## src/rtl/add_approx_pkg.sv

```systemverilog
// Shared types and helpers for the lower-part-OR approximate adder pipeline.
package add_approx_pkg;

  typedef enum logic {
    MODE_APPROX = 1'b0,
    MODE_EXACT  = 1'b1
  } mode_e;

  function automatic int unsigned approx_err_w(input int unsigned k);
    return k + 1;
  endfunction

  // Saturates at 2^width - 1; caller truncates the result back to its own width.
  function automatic logic [63:0] sat_inc(input logic [63:0] value, input int unsigned width);
    logic [63:0] limit;
    limit = ~({64{1'b1}} << width);
    return (value >= limit) ? value : value + 64'd1;
  endfunction

endpackage

```

## src/rtl/add_approx_pipe_if.sv

```systemverilog
// Operand/result stream bundle for add_approx_pipe (valid/ready both directions).
interface add_approx_pipe_if #(
  parameter int unsigned W = 8,
  parameter int unsigned K = 4
) ();
  import add_approx_pkg::*;

  localparam int unsigned EW = approx_err_w(K);

  logic          in_valid;
  logic          in_ready;
  logic [W-1:0]  A;
  logic [W-1:0]  B;
  logic          mode;
  logic          out_valid;
  logic          out_ready;
  logic [W:0]    O;
  logic [EW-1:0] out_err;

  modport master (
    output in_valid, A, B, mode, out_ready,
    input  in_ready, out_valid, O, out_err
  );

  modport slave (
    input  in_valid, A, B, mode, out_ready,
    output in_ready, out_valid, O, out_err
  );

endinterface

```

## src/rtl/add_approx_core.sv

```systemverilog
// Combinational approximate/exact adder, split into a low-part half (fed by raw
// operands) and an upper-part half (fed by the stage-1 registers).
module add_approx_core
  import add_approx_pkg::*;
#(
  parameter int unsigned W = 8,
  parameter int unsigned K = 4
) (
  input  logic [W-1:0]               a,
  input  logic [W-1:0]               b,
  output logic [W-1:0]               lo_approx,
  output logic [W-1:0]               lo_exact,
  output logic [W-1:0]               a_hi,
  output logic [W-1:0]               b_hi,
  output logic                       c_approx,
  output logic                       c_exact,
  input  logic [W-1:0]               s1_lo_approx,
  input  logic [W-1:0]               s1_lo_exact,
  input  logic [W-1:0]               s1_a_hi,
  input  logic [W-1:0]               s1_b_hi,
  input  logic                       s1_c_approx,
  input  logic                       s1_c_exact,
  input  mode_e                      mode,
  output logic [W:0]                 sum_approx,
  output logic [W:0]                 sum_exact,
  output logic [approx_err_w(K)-1:0] err
);

  localparam int unsigned EW = approx_err_w(K);
  // Operands stay in place with masks, so K=0 and K=W need no zero-width slices.
  localparam logic [W-1:0] LO_MASK   = ~({W{1'b1}} << K);
  localparam logic [W-1:0] TOP_BIT   = (K == 0) ? '0 : (W'(1) << (K - 1));
  localparam logic [W:0]   CARRY_BIT = (W + 1)'(1) << K;

  logic [W:0] lo_sum;
  logic [W:0] cin_approx;
  logic [W:0] cin_exact;
  logic [W:0] diff;

  always_comb begin
    lo_approx = (a | b) & LO_MASK;
    lo_sum    = {1'b0, a & LO_MASK} + {1'b0, b & LO_MASK};
    lo_exact  = W'(lo_sum) & LO_MASK;
    c_exact   = |(lo_sum & CARRY_BIT);
    c_approx  = |(a & b & TOP_BIT);
    a_hi      = a & ~LO_MASK;
    b_hi      = b & ~LO_MASK;
  end

  always_comb begin
    cin_approx = {{W{1'b0}}, s1_c_approx} << K;
    cin_exact  = {{W{1'b0}}, s1_c_exact} << K;
    sum_approx = ({1'b0, s1_a_hi} + {1'b0, s1_b_hi} + cin_approx) | {1'b0, s1_lo_approx};
    sum_exact  = ({1'b0, s1_a_hi} + {1'b0, s1_b_hi} + cin_exact) | {1'b0, s1_lo_exact};
    diff       = (sum_approx >= sum_exact) ? (sum_approx - sum_exact) : (sum_exact - sum_approx);
    err        = (mode == MODE_EXACT) ? '0 : EW'(diff);
  end

endmodule

```

## src/rtl/add_approx_pipe.sv

```systemverilog
// Two-stage pipelined approximate adder with valid/ready handshake and
// saturating error statistics over delivered beats.
module add_approx_pipe
  import add_approx_pkg::*;
#(
  parameter int unsigned W     = 8,
  parameter int unsigned K     = 4,
  parameter int unsigned CNT_W = 16
) (
  input  logic                       clk,
  input  logic                       rst_n,
  add_approx_pipe_if.slave           bus,
  input  logic                       stat_clr,
  output logic [CNT_W-1:0]           txn_cnt,
  output logic [CNT_W-1:0]           err_cnt,
  output logic [approx_err_w(K)-1:0] err_max
);

  localparam int unsigned EW = approx_err_w(K);

  generate
    if (K > W) begin : g_bad_k
      $error("add_approx_pipe: K (%0d) must not exceed W (%0d)", K, W);
    end
    if (CNT_W < 1 || CNT_W > 64) begin : g_bad_cnt
      $error("add_approx_pipe: CNT_W (%0d) must be 1..64", CNT_W);
    end
  endgenerate

  logic          in_ready;
  logic          accept;
  logic          s2_free;
  logic          deliver;

  logic [W-1:0]  lo_approx, lo_exact, a_hi, b_hi;
  logic          c_approx, c_exact;
  logic [W:0]    sum_approx, sum_exact;
  logic [EW-1:0] err;

  logic          s1_valid;
  logic [W-1:0]  s1_lo_approx, s1_lo_exact, s1_a_hi, s1_b_hi;
  logic          s1_c_approx, s1_c_exact;
  mode_e         s1_mode;

  logic          s2_valid;
  logic [W:0]    s2_approx, s2_exact;
  logic [EW-1:0] s2_err;
  mode_e         s2_mode;

  add_approx_core #(.W(W), .K(K)) u_core (
    .a            (bus.A),
    .b            (bus.B),
    .lo_approx    (lo_approx),
    .lo_exact     (lo_exact),
    .a_hi         (a_hi),
    .b_hi         (b_hi),
    .c_approx     (c_approx),
    .c_exact      (c_exact),
    .s1_lo_approx (s1_lo_approx),
    .s1_lo_exact  (s1_lo_exact),
    .s1_a_hi      (s1_a_hi),
    .s1_b_hi      (s1_b_hi),
    .s1_c_approx  (s1_c_approx),
    .s1_c_exact   (s1_c_exact),
    .mode         (s1_mode),
    .sum_approx   (sum_approx),
    .sum_exact    (sum_exact),
    .err          (err)
  );

  always_comb begin
    s2_free  = !s2_valid || bus.out_ready;
    in_ready = !s1_valid || s2_free;
    accept   = bus.in_valid && in_ready;
    deliver  = s2_valid && bus.out_ready;
  end

  assign bus.in_ready  = in_ready;
  assign bus.out_valid = s2_valid;
  assign bus.O         = (s2_mode == MODE_EXACT) ? s2_exact : s2_approx;
  assign bus.out_err   = s2_err;

  always_ff @(posedge clk or negedge rst_n) begin
    if (!rst_n) begin
      s1_valid     <= 1'b0;
      s1_lo_approx <= '0;
      s1_lo_exact  <= '0;
      s1_a_hi      <= '0;
      s1_b_hi      <= '0;
      s1_c_approx  <= 1'b0;
      s1_c_exact   <= 1'b0;
      s1_mode      <= MODE_APPROX;
    end else begin
      if (in_ready) s1_valid <= bus.in_valid;
      if (accept) begin
        s1_lo_approx <= lo_approx;
        s1_lo_exact  <= lo_exact;
        s1_a_hi      <= a_hi;
        s1_b_hi      <= b_hi;
        s1_c_approx  <= c_approx;
        s1_c_exact   <= c_exact;
        s1_mode      <= mode_e'(bus.mode);
      end
    end
  end

  // O is a mux of registered sums, so it still holds steady while stalled.
  always_ff @(posedge clk or negedge rst_n) begin
    if (!rst_n) begin
      s2_valid  <= 1'b0;
      s2_approx <= '0;
      s2_exact  <= '0;
      s2_err    <= '0;
      s2_mode   <= MODE_APPROX;
    end else if (s2_free) begin
      s2_valid <= s1_valid;
      if (s1_valid) begin
        s2_approx <= sum_approx;
        s2_exact  <= sum_exact;
        s2_err    <= err;
        s2_mode   <= s1_mode;
      end
    end
  end

  always_ff @(posedge clk or negedge rst_n) begin
    if (!rst_n) begin
      txn_cnt <= '0;
      err_cnt <= '0;
      err_max <= '0;
    end else if (stat_clr) begin
      txn_cnt <= '0;
      err_cnt <= '0;
      err_max <= '0;
    end else if (deliver) begin
      txn_cnt <= CNT_W'(sat_inc(64'(txn_cnt), CNT_W));
      if (s2_err != '0) err_cnt <= CNT_W'(sat_inc(64'(err_cnt), CNT_W));
      if (s2_err > err_max) err_max <= s2_err;
    end
  end

endmodule
```

## src/flat_wrapper.sv

```systemverilog
// flat-port wrapper written by rule: the top's interface ports become plain ports
module add_approx_pipe_flat import add_approx_pkg::*;
#(
  parameter int unsigned W     = 8,
  parameter int unsigned K     = 4,
  parameter int unsigned CNT_W = 16
)
  (clk, rst_n, stat_clr, txn_cnt, err_cnt, err_max, bus_in_valid, bus_A, bus_B, bus_mode, bus_out_ready, bus_in_ready, bus_out_valid, bus_O, bus_out_err);
  add_approx_pipe_if #(.W(W), .K(K)) bus_i ();
  input  logic clk;
  input  logic rst_n;
  input  logic stat_clr;
  output logic [CNT_W-1:0] txn_cnt;
  output logic [CNT_W-1:0] err_cnt;
  output logic [approx_err_w(K)-1:0] err_max;
  input wire logic [$bits(bus_i.in_valid)-1:0] bus_in_valid;
  input wire logic [$bits(bus_i.A)-1:0] bus_A;
  input wire logic [$bits(bus_i.B)-1:0] bus_B;
  input wire logic [$bits(bus_i.mode)-1:0] bus_mode;
  input wire logic [$bits(bus_i.out_ready)-1:0] bus_out_ready;
  output wire logic [$bits(bus_i.in_ready)-1:0] bus_in_ready;
  output wire logic [$bits(bus_i.out_valid)-1:0] bus_out_valid;
  output wire logic [$bits(bus_i.O)-1:0] bus_O;
  output wire logic [$bits(bus_i.out_err)-1:0] bus_out_err;
  assign bus_i.in_valid = bus_in_valid;
  assign bus_i.A = bus_A;
  assign bus_i.B = bus_B;
  assign bus_i.mode = bus_mode;
  assign bus_i.out_ready = bus_out_ready;
  assign bus_in_ready = bus_i.in_ready;
  assign bus_out_valid = bus_i.out_valid;
  assign bus_O = bus_i.O;
  assign bus_out_err = bus_i.out_err;
  add_approx_pipe #(.W(W), .K(K), .CNT_W(CNT_W)) u_core (.clk(clk), .rst_n(rst_n), .bus(bus_i), .stat_clr(stat_clr), .txn_cnt(txn_cnt), .err_cnt(err_cnt), .err_max(err_max));
endmodule
```

## config.mk

```make
export PLATFORM = sky130hd
export DESIGN_NAME = add_approx_pipe_flat
export DESIGN_NICKNAME = d
export VERILOG_FILES = /design/src/rtl/add_approx_pkg.sv /design/src/rtl/add_approx_pipe_if.sv /design/src/rtl/add_approx_core.sv /design/src/rtl/add_approx_pipe.sv /design/src/flat_wrapper.sv
export SDC_FILE = /design/constraint.sdc
export NUM_CORES = 1
export LEC_CHECK = 0
export CAP_MARGIN = 20
export CORE_AREA = 4 4 121 123
export CTS_CLUSTER_SIZE = 30
export DETAILED_ROUTE_END_ITERATION = 12
export DIE_AREA = 0 0 125 127
export PLACE_DENSITY = 0.68
export SYNTH_ARGS = -nofsm -noshare
export SYNTH_HDL_FRONTEND = slang
export SYNTH_HIERARCHICAL = 1
export SYNTH_SLANG_ARGS = --single-unit
```

## constraint.sdc

```tcl
create_clock -name clk -period 3.8 [get_ports clk]
set_input_delay 0.57 -clock clk [delete_from_list [all_inputs] [get_ports clk]]
set_output_delay 0.57 -clock clk [all_outputs]
set_load 0.01 [all_outputs]
```

==> impl_metrics.csv, run 1 <==
group,metric,value,unit
critical_path,regToRegStartpoint,"u_core/s1_a_hi[0]",
floorplanning,ios,75,
min_path,hold_class,"primary input to asynchronous set/reset pin",
drt,met3_length,660,µm
critical_path,r2r_slack,-0.11,ns
sta,max_freq,256,MHz
cells_and_area,syn_to_final_growth,24.1,%
synthesis,yosysTopAreaCellShare,0.411,
drt,drt-met1-wl,5140,µm
synthesis,ys_top_cells_by_area,"dfrtp_1 (41%), mux2_2 (13%), ha_1 (8.4%)",
floorplanning,die_area,15900,µm²
clock_network,clkSlewWorstSetupHoldPaths,0.06,ns
sta,tightestPinTransition,0.991,ns
clock_network,clk_latency,0.35,ns
sta,finalCritPeriodShare,1.03,
synthesis,synth_area,5970,µm²
floorplanning,initial_core_util,0.437,
place,dpl_cell_area,6900,µm²
clock_network,clockRootBuffer,"clkbuf_16",
sta,fin_skew,0.00568,ns
pwr,leakage,3.14,nW
critical_path,critPathKind,"flop to flop",
clock_network,clock-sinks,98,
run_status,violations,"negative setup slack",
floorplanning,die_height,127,µm
synthesis,synth_cell_types,63,
floorplanning,die_width,125,µm
sta,setup-tns-final,-0.238,ns
drt,wire_per_inst,14.8,µm
global_routing,grt_pass1_wl,20800,µm
cells_and_area,drive_gt1_frac,0.221,
synthesis,synthTopCellsByCount,"dfrtp_1 (98), mux2_2 (68), ha_1 (40), inv_1 (40), nor2_1 (38)",
drt,routed_wl,12200,µm
floorplanning,coreArea,13700,µm²
critical_path,required,4.03,ns
clock_network,htreeDepth,3,
global_routing,grt_overflow,0,
pwr,power,4.46,mW
cells_and_area,fillers,1238,
sta,min_period,3.91,ns
critical_path,timing.rr.end,"u_core/bus.out_err[4]",
sta,whs,0.140,ns
cells_and_area,n_antenna_cell,0,
critical_path,crit_path_max_fanout,6,
drt,highest_layer,"met4",
synthesis,yosysWarnings,6,
synthesis,synth.avg_cell_area,10.7,µm²
synthesis,synth_top_area_cell,"dfrtp_1",
cells_and_area,fin_area,7410,µm²
sta,finalMaxSlewViolations,0,
sta,maxSlewHeadroom,0.338,
clock_network,clockBufferDepth,2,
clock_network,cts_buffers,9,
place,numPortBuffers,74,
flow_run,drv_cap,0,
synthesis,synth_seq_cells,98,
place,gp_congestion,0.856,
drt,post-route-drc-count,0,
pwr,ir_drop,0.354,mV
sta,rsz0062_at_grt,"true",
global_routing,grtUsageTotal,0.158,
synthesis,async_flop_share,1.00,
cells_and_area,final_nets,709,
critical_path,cp-end-kind,"flop",
global_routing,antenna_found_initial,0,
drt,vias_per_cell,5.27,
floorplanning,std_cell_rows,43,
drt,drt_iter0_markers,207,
drt,wl_met2,6310,µm
synthesis,syn_inst,557,
drt,ant_nets,0,
place,hpwl,9020,µm
sta,hold_violations,0,
synthesis,synth_most_common_cell,"dfrtp_1",
global_routing,grt_pass1_vias,4411,
synthesis,ys.flop_type,"dfrtp_1",
critical_path,crit_arrival,4.14,ns
place,pre_cts_slack,-0.168,ns
sta,setup_viol,3,
synthesis,ys_seq_area_frac,0.411,
run_status,status,"finished, violations left",
clock_network,postCtsHoldBufs,0,
global_routing,grt_start_max_net_pins,82,
sta,worst_slack,-0.105,ns
synthesis,synth_edf_count,0,
critical_path,rr_worst_depth,17,
clock_network,cts_tree,"yes",
critical_path,startpoint_type,"flop",
drt,vias,4360,
pwr,power_density,602,nW/µm²
drt,dr.pass1.iters,4,
layout make-up:
cell class / count / area [µm²] / area share
Multi-Input combinational cell: 394 / 3240 / 0.437
Sequential cell: 98 / 2450 / 0.331
Timing Repair Buffer: 100 / 957 / 0.129
Clock buffer: 11 / 233 / 0.0314
Tap cell: 180 / 225 / 0.0304
Clock inverter: 5 / 150 / 0.0203
Inverter: 40 / 150 / 0.0203
worst max-delay path: stages, from the launching register on:
cell and delay [ns]:
dfrtp_1 0.39, ha_2 0.20, fa_2 0.36, a21o_2 0.21
a21oi_2 0.17, xnor2_2 0.09, ha_2 0.22, ha_4 0.16
xnor2_1 0.11, and2b_1 0.17, ha_1 0.31, a21o_1 0.17
a21o_1 0.20, a221oi_4 0.26, buf_6 0.17, o21ai_4 0.07
a311o_1 0.28, mux2_2 0.26
cells by family (layout without fill, tap and decap cells):
kind of cell,after synthesis,count (layout),synth area share
and+or+nand+nor,145,145,0.136
DFF,98,98,0.411
buffers and inverters,80,156,0.0715
AOI/OAI and AO/OA,77,77,0.0889
muxes,75,75,0.140
adders and majority gates,44,44,0.0973
xor gates and xnor gates,37,37,0.0543
other,1,16,0.000628
power by group:
| group | internal (mW) | switching, mW |
|---|---|---|
| combinational | 1.03 | 0.914 |
| clock | 0.777 | 0.383 |
| sequential | 1.22 | 0.134 |
stage by stage:
stage / cells / utilization
after floorplan: 572 / -
after global placement: 807 / 0.505
after detailed placement: 807 / 0.505
after CTS: 825 / 0.538
after global routing: 828 / 0.542
final: 828 / 0.542
worst max-delay path by stage:
| stage | start | endpoint | cells past startpoint |
|---|---|---|---|
| after floorplan | u_core/s1_b_hi[0] | u_core/bus.out_err[3] | 16 |
| after global placement | u_core/s1_b_hi[0] | u_core/bus.out_err[3] | 17 |
| after detailed placement | u_core/s1_b_hi[0] | u_core/bus.out_err[4] | 14 |
| after CTS | u_core/s1_a_hi[0] | u_core/bus.out_err[4] | 17 |
| after global routing | u_core/s1_a_hi[0] | u_core/bus.out_err[3] | 17 |
| final | u_core/s1_a_hi[0] | u_core/bus.out_err[4] | 17 |
state kept, by name (all words and copies together), names as in the netlist:
name,count
u_core/s2_mode,1
u_core/s1_valid,1
u_core/err_cnt,16
u_core/txn_cnt,16
u_core/s1_b_hi,8
u_core/bus.out_valid,1
u_core/bus.out_err,5
u_core/err_max,5
u_core/s2_exact,9
u_core/s1_lo_approx,8
u_core/s1_a_hi,8
u_core/s2_approx,9
u_core/s1_c_approx,1
u_core/s1_c_exact,1
u_core/s1_mode,1
u_core/s1_lo_exact,8
placed cells by master, fill, tap and decap left out, types with 9 or more instances in the layout:
master,netlist,layout
dfrtp_1,98,98
clkdlybuf4s50_1,0,73
mux2_2,68,67
inv_1,40,39
nor2_1,38,38
ha_1,40,35
xnor2_1,29,27
buf_4,24,25
a21oi_1,26,25
nand3_1,17,17
conb_1,1,16
nand2_1,14,13
nand2b_1,11,11
clkbuf_16,0,9
nor3_1,10,9
nand4_1,9,9
routing by layer:
metal	track usage	up-vias
li1	-	2093
met1	0.188	2156
met2	0.286	103
met3	0.0477	8
met4	0.0319	0
met5	0	-
timing repair:
item | CTS | global route
pin swaps | 14 | 5
resized for setup | 10 | 2
setup endpoints to repair | 4 | 4
setup buffers | 3 | 2
(Power assumes the default switching activity.)
==> inputs of run 2 (changes only) <==
==> constraint.sdc (replaced) <==
create_clock -name clk -period 3.5 [get_ports clk]
set_input_delay 0.525 -clock clk [delete_from_list [all_inputs] [get_ports clk]]
set_output_delay 0.525 -clock clk [all_outputs]
set_load 0.01 [all_outputs]
==> run 2 against run 1 <==
Compared with the run above: the run still ends with negative setup slack left; first-iteration DRC count is 18% higher; count of clock-buffer cells in the layout stayed put; flip-flop and latch count stayed put; clock skew is 0.0029 ns higher; global-route usage is 0.19 points higher; hold slack better by 0.16 ns; die area stayed put; fmax is 2.0% lower; final cell count is 2.2% higher; sequential power is 9.6% higher; via count is 1.3% higher; critical endpoint unchanged; highest routed layer unchanged.
==> impl_metrics.csv, run 2 (same netlist as run 1, synthesis figures left out) <==
group,metric,value,unit
drt,dr.pass1.iters,4,
floorplanning,die_width,125,µm
sta,min_period,3.98,ns
global_routing,grtUsageTotal,0.160,
critical_path,critPathKind,"flop to flop",
cells_and_area,syn_to_final_growth,26.1,%
cells_and_area,final_common_cell,"dfrtp_1",
sta,max_freq,251,MHz
pwr,seqPwrFrac,0.304,
sta,rsz0062_at_grt,"true",
sta,setup-tns-final,-1.72,ns
cells_and_area,fin_area,7520,µm²
critical_path,crit_path_max_fanout,6,
global_routing,met3_usage,0.0468,
floorplanning,std_cell_rows,43,
sta,tightestPinTransition,0.930,ns
sta,maxSlewHeadroom,0.380,
place,dpl_cell_area,7020,µm²
floorplanning,ios,75,
sta,finalCritPeriodShare,1.14,
pwr,leakage,3.21,nW
clock_network,clockBufferDepth,2,
drt,routed_wl,12700,µm
pwr,switching_share,0.341,
clock_network,clockRootBuffer,"clkbuf_16",
critical_path,crit_arrival,4.21,ns
sta,whs,0.302,ns
critical_path,crit_start,"u_core/s1_b_hi[1]",
pwr,ir_drop,0.348,mV
drt,drt_iter0_markers,244,
critical_path,cp-end-kind,"flop",
pwr,power.switching,1.65,mW
critical_path,crit_path_top_delay_cell,"xnor2_1",
cells_and_area,drive_gt1_frac,0.257,
pwr,p_int,3.20,mW
run_status,violations,"negative setup slack",
global_routing,grt_overflow,0,
pwr,p_comb_frac,0.489,
pwr,p_clk_frac,0.206,
global_routing,antenna_found_initial,0,
clock_network,clkSlewWorstSetupHoldPaths,0.07,ns
critical_path,cpMostUsedCell,"a21o_1",
sta,hold_violations,0,
cells_and_area,reg_top3,"u_core/err_cnt: 16 flops, u_core/txn_cnt: 16 flops",
floorplanning,die_area,15900,µm²
global_routing,grt_start_max_net_pins,74,
critical_path,endpoint,"u_core/bus.out_err[4]",
critical_path,regToRegStartpoint,"u_core/s1_b_hi[1]",
run_status,status,"finished, violations left",
floorplanning,die_height,127,µm
critical_path,startpoint_type,"flop",
global_routing,grtUsageMet2,0.283,
floorplanning,coreArea,13700,µm²
global_routing,grt_pass1_vias,4513,
place,gp_congestion,0.857,
sta,setup_viol,4,
drt,vias_per_cell,5.22,
min_path,hold_class,"primary input to asynchronous set/reset pin",
flow_run,drv_cap,0,
drt,vias,4418,
place,numPortBuffers,74,
critical_path,r2r_slack,-0.48,ns
clock_network,htreeDepth,3,
cells_and_area,final_cell_mix,"dfrtp_1 (98), clkdlybuf4s50_1 (73), mux2_2 (66)",
pwr,power_density,646,nW/µm²
cells_and_area,n_antenna_cell,0,
sta,worst_slack,-0.484,ns
clock_network,cts_buffers,9,
cells_and_area,final_nets,728,
critical_path,slowest_delay,0.54,ns
drt,ant_nets,0,
clock_network,clock-sinks,98,
critical_path,required,3.73,ns
global_routing,grt_pass1_wl,21100,µm
global_routing,met1_usage,0.196,
place,hpwl,9260,µm
sta,fin_skew,0.00858,ns
drt,post-route-drc-count,0,
critical_path,timing.rr.end,"u_core/bus.out_err[4]",
global_routing,grt_busiest_layer,"met2",
sta,finalMaxSlewViolations,0,
critical_path,cp_cell_sequence,"ha_4 -> a21oi_2 -> buf_4 -> o221ai_1 -> a21oi_1 -> xnor2_1 -> nand4_1 -> a21o_1 -> ha_1 -> a21o_1 -> a221oi_4 -> buf_6 -> o21ai_4 -> a311o_1 -> mux2_2",
critical_path,rr_worst_depth,15,
clock_network,clk_latency,0.35,ns
floorplanning,initial_core_util,0.437,
clock_network,cts_tree,"yes",
drt,wire_per_inst,15.0,µm
run 2: cell count changes in the layout (fill, tap and decap cells not counted), sizes merged:
cell      change
buf          +19
bufinv        -4
clkinv        +2
clkinvlp      +1
run 2: stage by stage:
stage	cells	total power, mW	worst slack (ns)	util
6_report	846	4.86	-0.484	0.550
3_3_place_gp	822	3.47	-0.330	0.513
2_1_floorplan	572	2.81	-0.421	-
4_1_cts	845	4.79	-0.388	0.545
5_1_grt	846	5.18	-0.630	0.550
3_5_place_dp	822	3.57	-0.471	0.513
run 2: layout make-up:
cell class / count / area (µm²)
multi-input combinational: 394 / 3310
inverter: 40 / 150
tap: 180 / 225
sequential: 98 / 2450
timing repair buffer: 119 / 1080
fill: 1222 / 6140
clock inverter: 4 / 51.3
clock buffer: 11 / 253
run 2: metal layers:
metal  part of all wire  wire [µm]  vias up
met4             0.0085        108        0
met2               0.52       6610      107
met1               0.42       5330     2173
met5                  0          0        -
li1                   -          -     2130
met3              0.051        642        8
run 2: timing repair:
item	CTS	global route
hold buffers	0	0
gates resized for setup	14	11
setup buffers	8	1
endpoints found under the setup margin	4	5
pin swaps	19	11
run 2: how the worst min path moves through the flow:
stage                             from                     to  slack [ns]  cells after the start
floorplan                        rst_n  u_core/bus.out_err[0]        0.23                      0
global placement       u_core/s1_valid   u_core/bus.out_valid        0.47                      1
detailed placement  u_core/s2_exact[4]     u_core/s2_exact[4]        0.49                      1
CTS                              rst_n      u_core/err_cnt[4]        0.35                      1
global route                     rst_n      u_core/err_cnt[4]        0.40                      1
finish                           rst_n      u_core/err_cnt[8]        0.30                      1
run 2: power groups by stage:
stage,Clock (mW),Sequential (mW),Combinational [mW]
floorplan,0,1.45,1.36
global placement,0,1.48,1.99
detailed placement,0,1.50,2.07
CTS,1.04,1.48,2.28
global route,1.08,1.51,2.59
finish,1.00,1.48,2.38
run 2: worst max-delay path, delay by kind of cell, from the launching register on:
kind	cells	cell delay, ns
DFF	1	0.45
and+or+nand+nor	1	0.23
buffers and inverters	2	0.31
muxes	1	0.26
adders and majority gates	2	0.63
AOI/OAI and AO/OA	8	1.44
xor gates and xnor gates	1	0.54
==> inputs of run 3 (changes only) <==
--- a/config.mk
+++ b/config.mk
@@ -6,11 +6,12 @@
 export NUM_CORES = 1
 export LEC_CHECK = 0
 export CAP_MARGIN = 20
-export CORE_AREA = 4 4 121 123
+export CORE_AREA = 3 3 120 122
 export CTS_CLUSTER_SIZE = 30
 export DETAILED_ROUTE_END_ITERATION = 12
-export DIE_AREA = 0 0 125 127
+export DIE_AREA = 0 0 123 125
 export PLACE_DENSITY = 0.68
+export SLEW_MARGIN = 20
 export SYNTH_ARGS = -nofsm -noshare
 export SYNTH_HDL_FRONTEND = slang
 export SYNTH_HIERARCHICAL = 1
==> run 3 against run 2 <==
Compared with the run above: final area fell by 1.0%; core utilization increased by 0.97 points; routed wire length down 2.8%; clock skew about the same; clock power down 5%; the run still ends with negative setup slack left; flip-flop and latch count unchanged; first-iteration DRC count up 9.0%.
==> impl_metrics.csv, run 3 (same netlist as run 1, synthesis figures left out) <==
group,metric,value,unit
cells_and_area,final_cell_mix,"dfrtp_1 (98), clkdlybuf4s50_1 (73), mux2_2 (65)",
global_routing,met3_usage,0.0379,
critical_path,cp-end-kind,"flop",
drt,vias_per_cell,5.25,
critical_path,startpoint_type,"flop",
sta,finalCritPeriodShare,1.14,
sta,fin_skew,0.00866,ns
cells_and_area,fin_area,7450,µm²
floorplanning,die_height,125,µm
run_status,status,"finished, violations left",
critical_path,cpMostUsedCell,"ha_2",
clock_network,clk_latency,0.35,ns
cells_and_area,reg_top3,"u_core/err_cnt: 16 flops, u_core/txn_cnt: 16 flops",
cells_and_area,final_common_cell,"dfrtp_1",
sta,worst_slack,-0.488,ns
sta,whs,0.186,ns
drt,vias,4387,
clock_network,clockBufferDepth,2,
critical_path,cp_cell_sequence,"ha_2 -> fa_2 -> a21o_4 -> a21oi_4 -> xnor2_2 -> ha_2 -> inv_2 -> nor3_2 -> xnor2_1 -> nor2b_4 -> ha_4 -> and4_4 -> a221oi_4 -> o21a_1 -> nor3_1 -> a311o_1 -> mux2_4",
critical_path,regToRegStartpoint,"u_core/s1_a_hi[0]",
pwr,p_clk_frac,0.203,
pwr,p_int,3.05,mW
global_routing,grtUsageTotal,0.165,
pwr,seqPwrFrac,0.313,
sta,tightestPinTransition,0.665,ns
cells_and_area,n_antenna_cell,0,
global_routing,grt_pass1_vias,4438,
global_routing,grtUsageMet2,0.277,
clock_network,clockRootBuffer,"clkbuf_16",
drt,ant_nets,0,
cells_and_area,post-route-util,0.560,
floorplanning,initial_core_util,0.449,
drt,dr.pass1.iters,4,
drt,post-route-drc-count,0,
critical_path,required,3.74,ns
critical_path,r2r_slack,-0.49,ns
pwr,leakage,3.15,nW
sta,max_freq,251,MHz
critical_path,critPathKind,"flop to flop",
place,hpwl,9160,µm
clock_network,htreeDepth,3,
pwr,p_comb_frac,0.484,
place,dpl_cell_area,7010,µm²
drt,drt_iter0_markers,266,
floorplanning,coreArea,13300,µm²
pwr,power.switching,1.65,mW
sta,setup_viol,4,
global_routing,grt_overflow,0,
global_routing,grt_busiest_layer,"met2",
place,gp_congestion,0.910,
drt,routed_wl,12300,µm
sta,finalMaxSlewViolations,0,
cells_and_area,fillers,1160,
cells_and_area,instances_no_fill,835,
floorplanning,die_width,123,µm
critical_path,timing.rr.end,"u_core/bus.out_err[3]",
min_path,hold_class,"primary input to asynchronous set/reset pin",
critical_path,crit_path_max_fanout,3,
critical_path,crit_path_top_delay_cell,"dfrtp_1",
global_routing,grt_pass1_wl,20600,µm
cells_and_area,syn_to_final_growth,24.8,%
global_routing,grt_start_max_net_pins,51,
sta,min_period,3.99,ns
cells_and_area,drive_gt1_frac,0.249,
global_routing,antenna_found_initial,0,
pwr,power_density,631,nW/µm²
clock_network,cts_buffers,9,
sta,rsz0062_at_grt,"true",
sta,hold_violations,0,
cells_and_area,final_nets,720,
global_routing,met1_usage,0.208,
critical_path,crit_arrival,4.23,ns
place,place_inst,816,
critical_path,cpLargestDelayFamily,"compound AO/OA/AOI/OAI gates",
clock_network,postCtsHoldBufs,0,
clock_network,cts_tree,"yes",
floorplanning,std_cell_rows,42,
sta,maxSlewHeadroom,0.556,
place,numPortBuffers,74,
critical_path,path_buf_inv,1,
critical_path,slowest_delay,0.39,ns
pwr,ir_drop,0.339,mV
floorplanning,die_area,15400,µm²
clock_network,clock-sinks,98,
clock_network,clkSlewWorstSetupHoldPaths,0.08,ns
pwr,switching_share,0.352,
flow_run,drv_cap,0,
critical_path,rr_worst_depth,17,
run_status,violations,"negative setup slack",
floorplanning,ios,75,
drt,wire_per_inst,14.8,µm
[run 3: cell count changes in the layout (fill, tap and decap cells not counted), moves of 2 or more]
| cell | before | now |
|---|---|---|
| buf_4 | 45 | 35 |
| clkbuf_8 | 2 | 0 |
| clkinvlp_4 | 1 | 3 |
| inv_8 | 0 | 2 |
| xnor2_1 | 25 | 27 |
| xnor2_2 | 4 | 2 |
[run 3: through the flow]
stage          TNS [ns]  power, mW  setup slack, ns
2_1_floorplan     -1.02       2.81           -0.421
3_3_place_gp      -1.21       3.47           -0.335
3_5_place_dp      -2.01       3.56           -0.547
4_1_cts           -1.70       4.62           -0.448
5_1_grt           -2.39       5.03           -0.631
6_report          -1.79       4.70           -0.488
[run 3: power groups by stage]
stage	clock network [mW]	registers, mW	logic [mW]
final	0.955	1.47	2.27
after global routing	1.04	1.50	2.49
after CTS	0.985	1.47	2.17
after detailed placement	0	1.49	2.07
after global placement	0	1.48	1.99
after floorplan	0	1.45	1.36
[run 3: final cells by class]
| type | count | area [µm²] | area share |
|---|---|---|---|
| clock buffers | 9 | 225 | 0.0302 |
| clock inverters | 7 | 62.6 | 0.00840 |
| inverters | 40 | 150 | 0.0202 |
| multi-input cells | 394 | 3300 | 0.443 |
| flip-flops and latches | 98 | 2450 | 0.329 |
| well taps | 176 | 220 | 0.0296 |
| repair buffers | 111 | 1040 | 0.139 |
[run 3: worst max-delay path by stage]
stage / start / to / slack, ns / cells after the start
6_report: u_core/s1_a_hi[0] / u_core/bus.out_err[3] / -0.49 / 17
5_1_grt: u_core/s1_a_hi[0] / u_core/bus.out_err[3] / -0.63 / 17
4_1_cts: u_core/s1_a_hi[0] / u_core/bus.out_err[4] / -0.45 / 17
3_5_place_dp: u_core/s1_a_hi[1] / u_core/bus.out_err[4] / -0.55 / 16
3_3_place_gp: u_core/s1_b_hi[0] / u_core/bus.out_err[3] / -0.33 / 17
2_1_floorplan: u_core/s1_b_hi[0] / u_core/bus.out_err[3] / -0.42 / 16
[run 3: timing repair]
item                                    CTS  global route
buffers inserted                          2             2
endpoints found under the setup margin    4             4
pin swaps                                12             8
gates resized for setup                   9            17
[run 3: per-layer routing]
metal  wire, µm  vias up
met5          0        -
met1       5430     2142
met2       6090       96
li1           -     2126
met3        567       23
met4        248        0
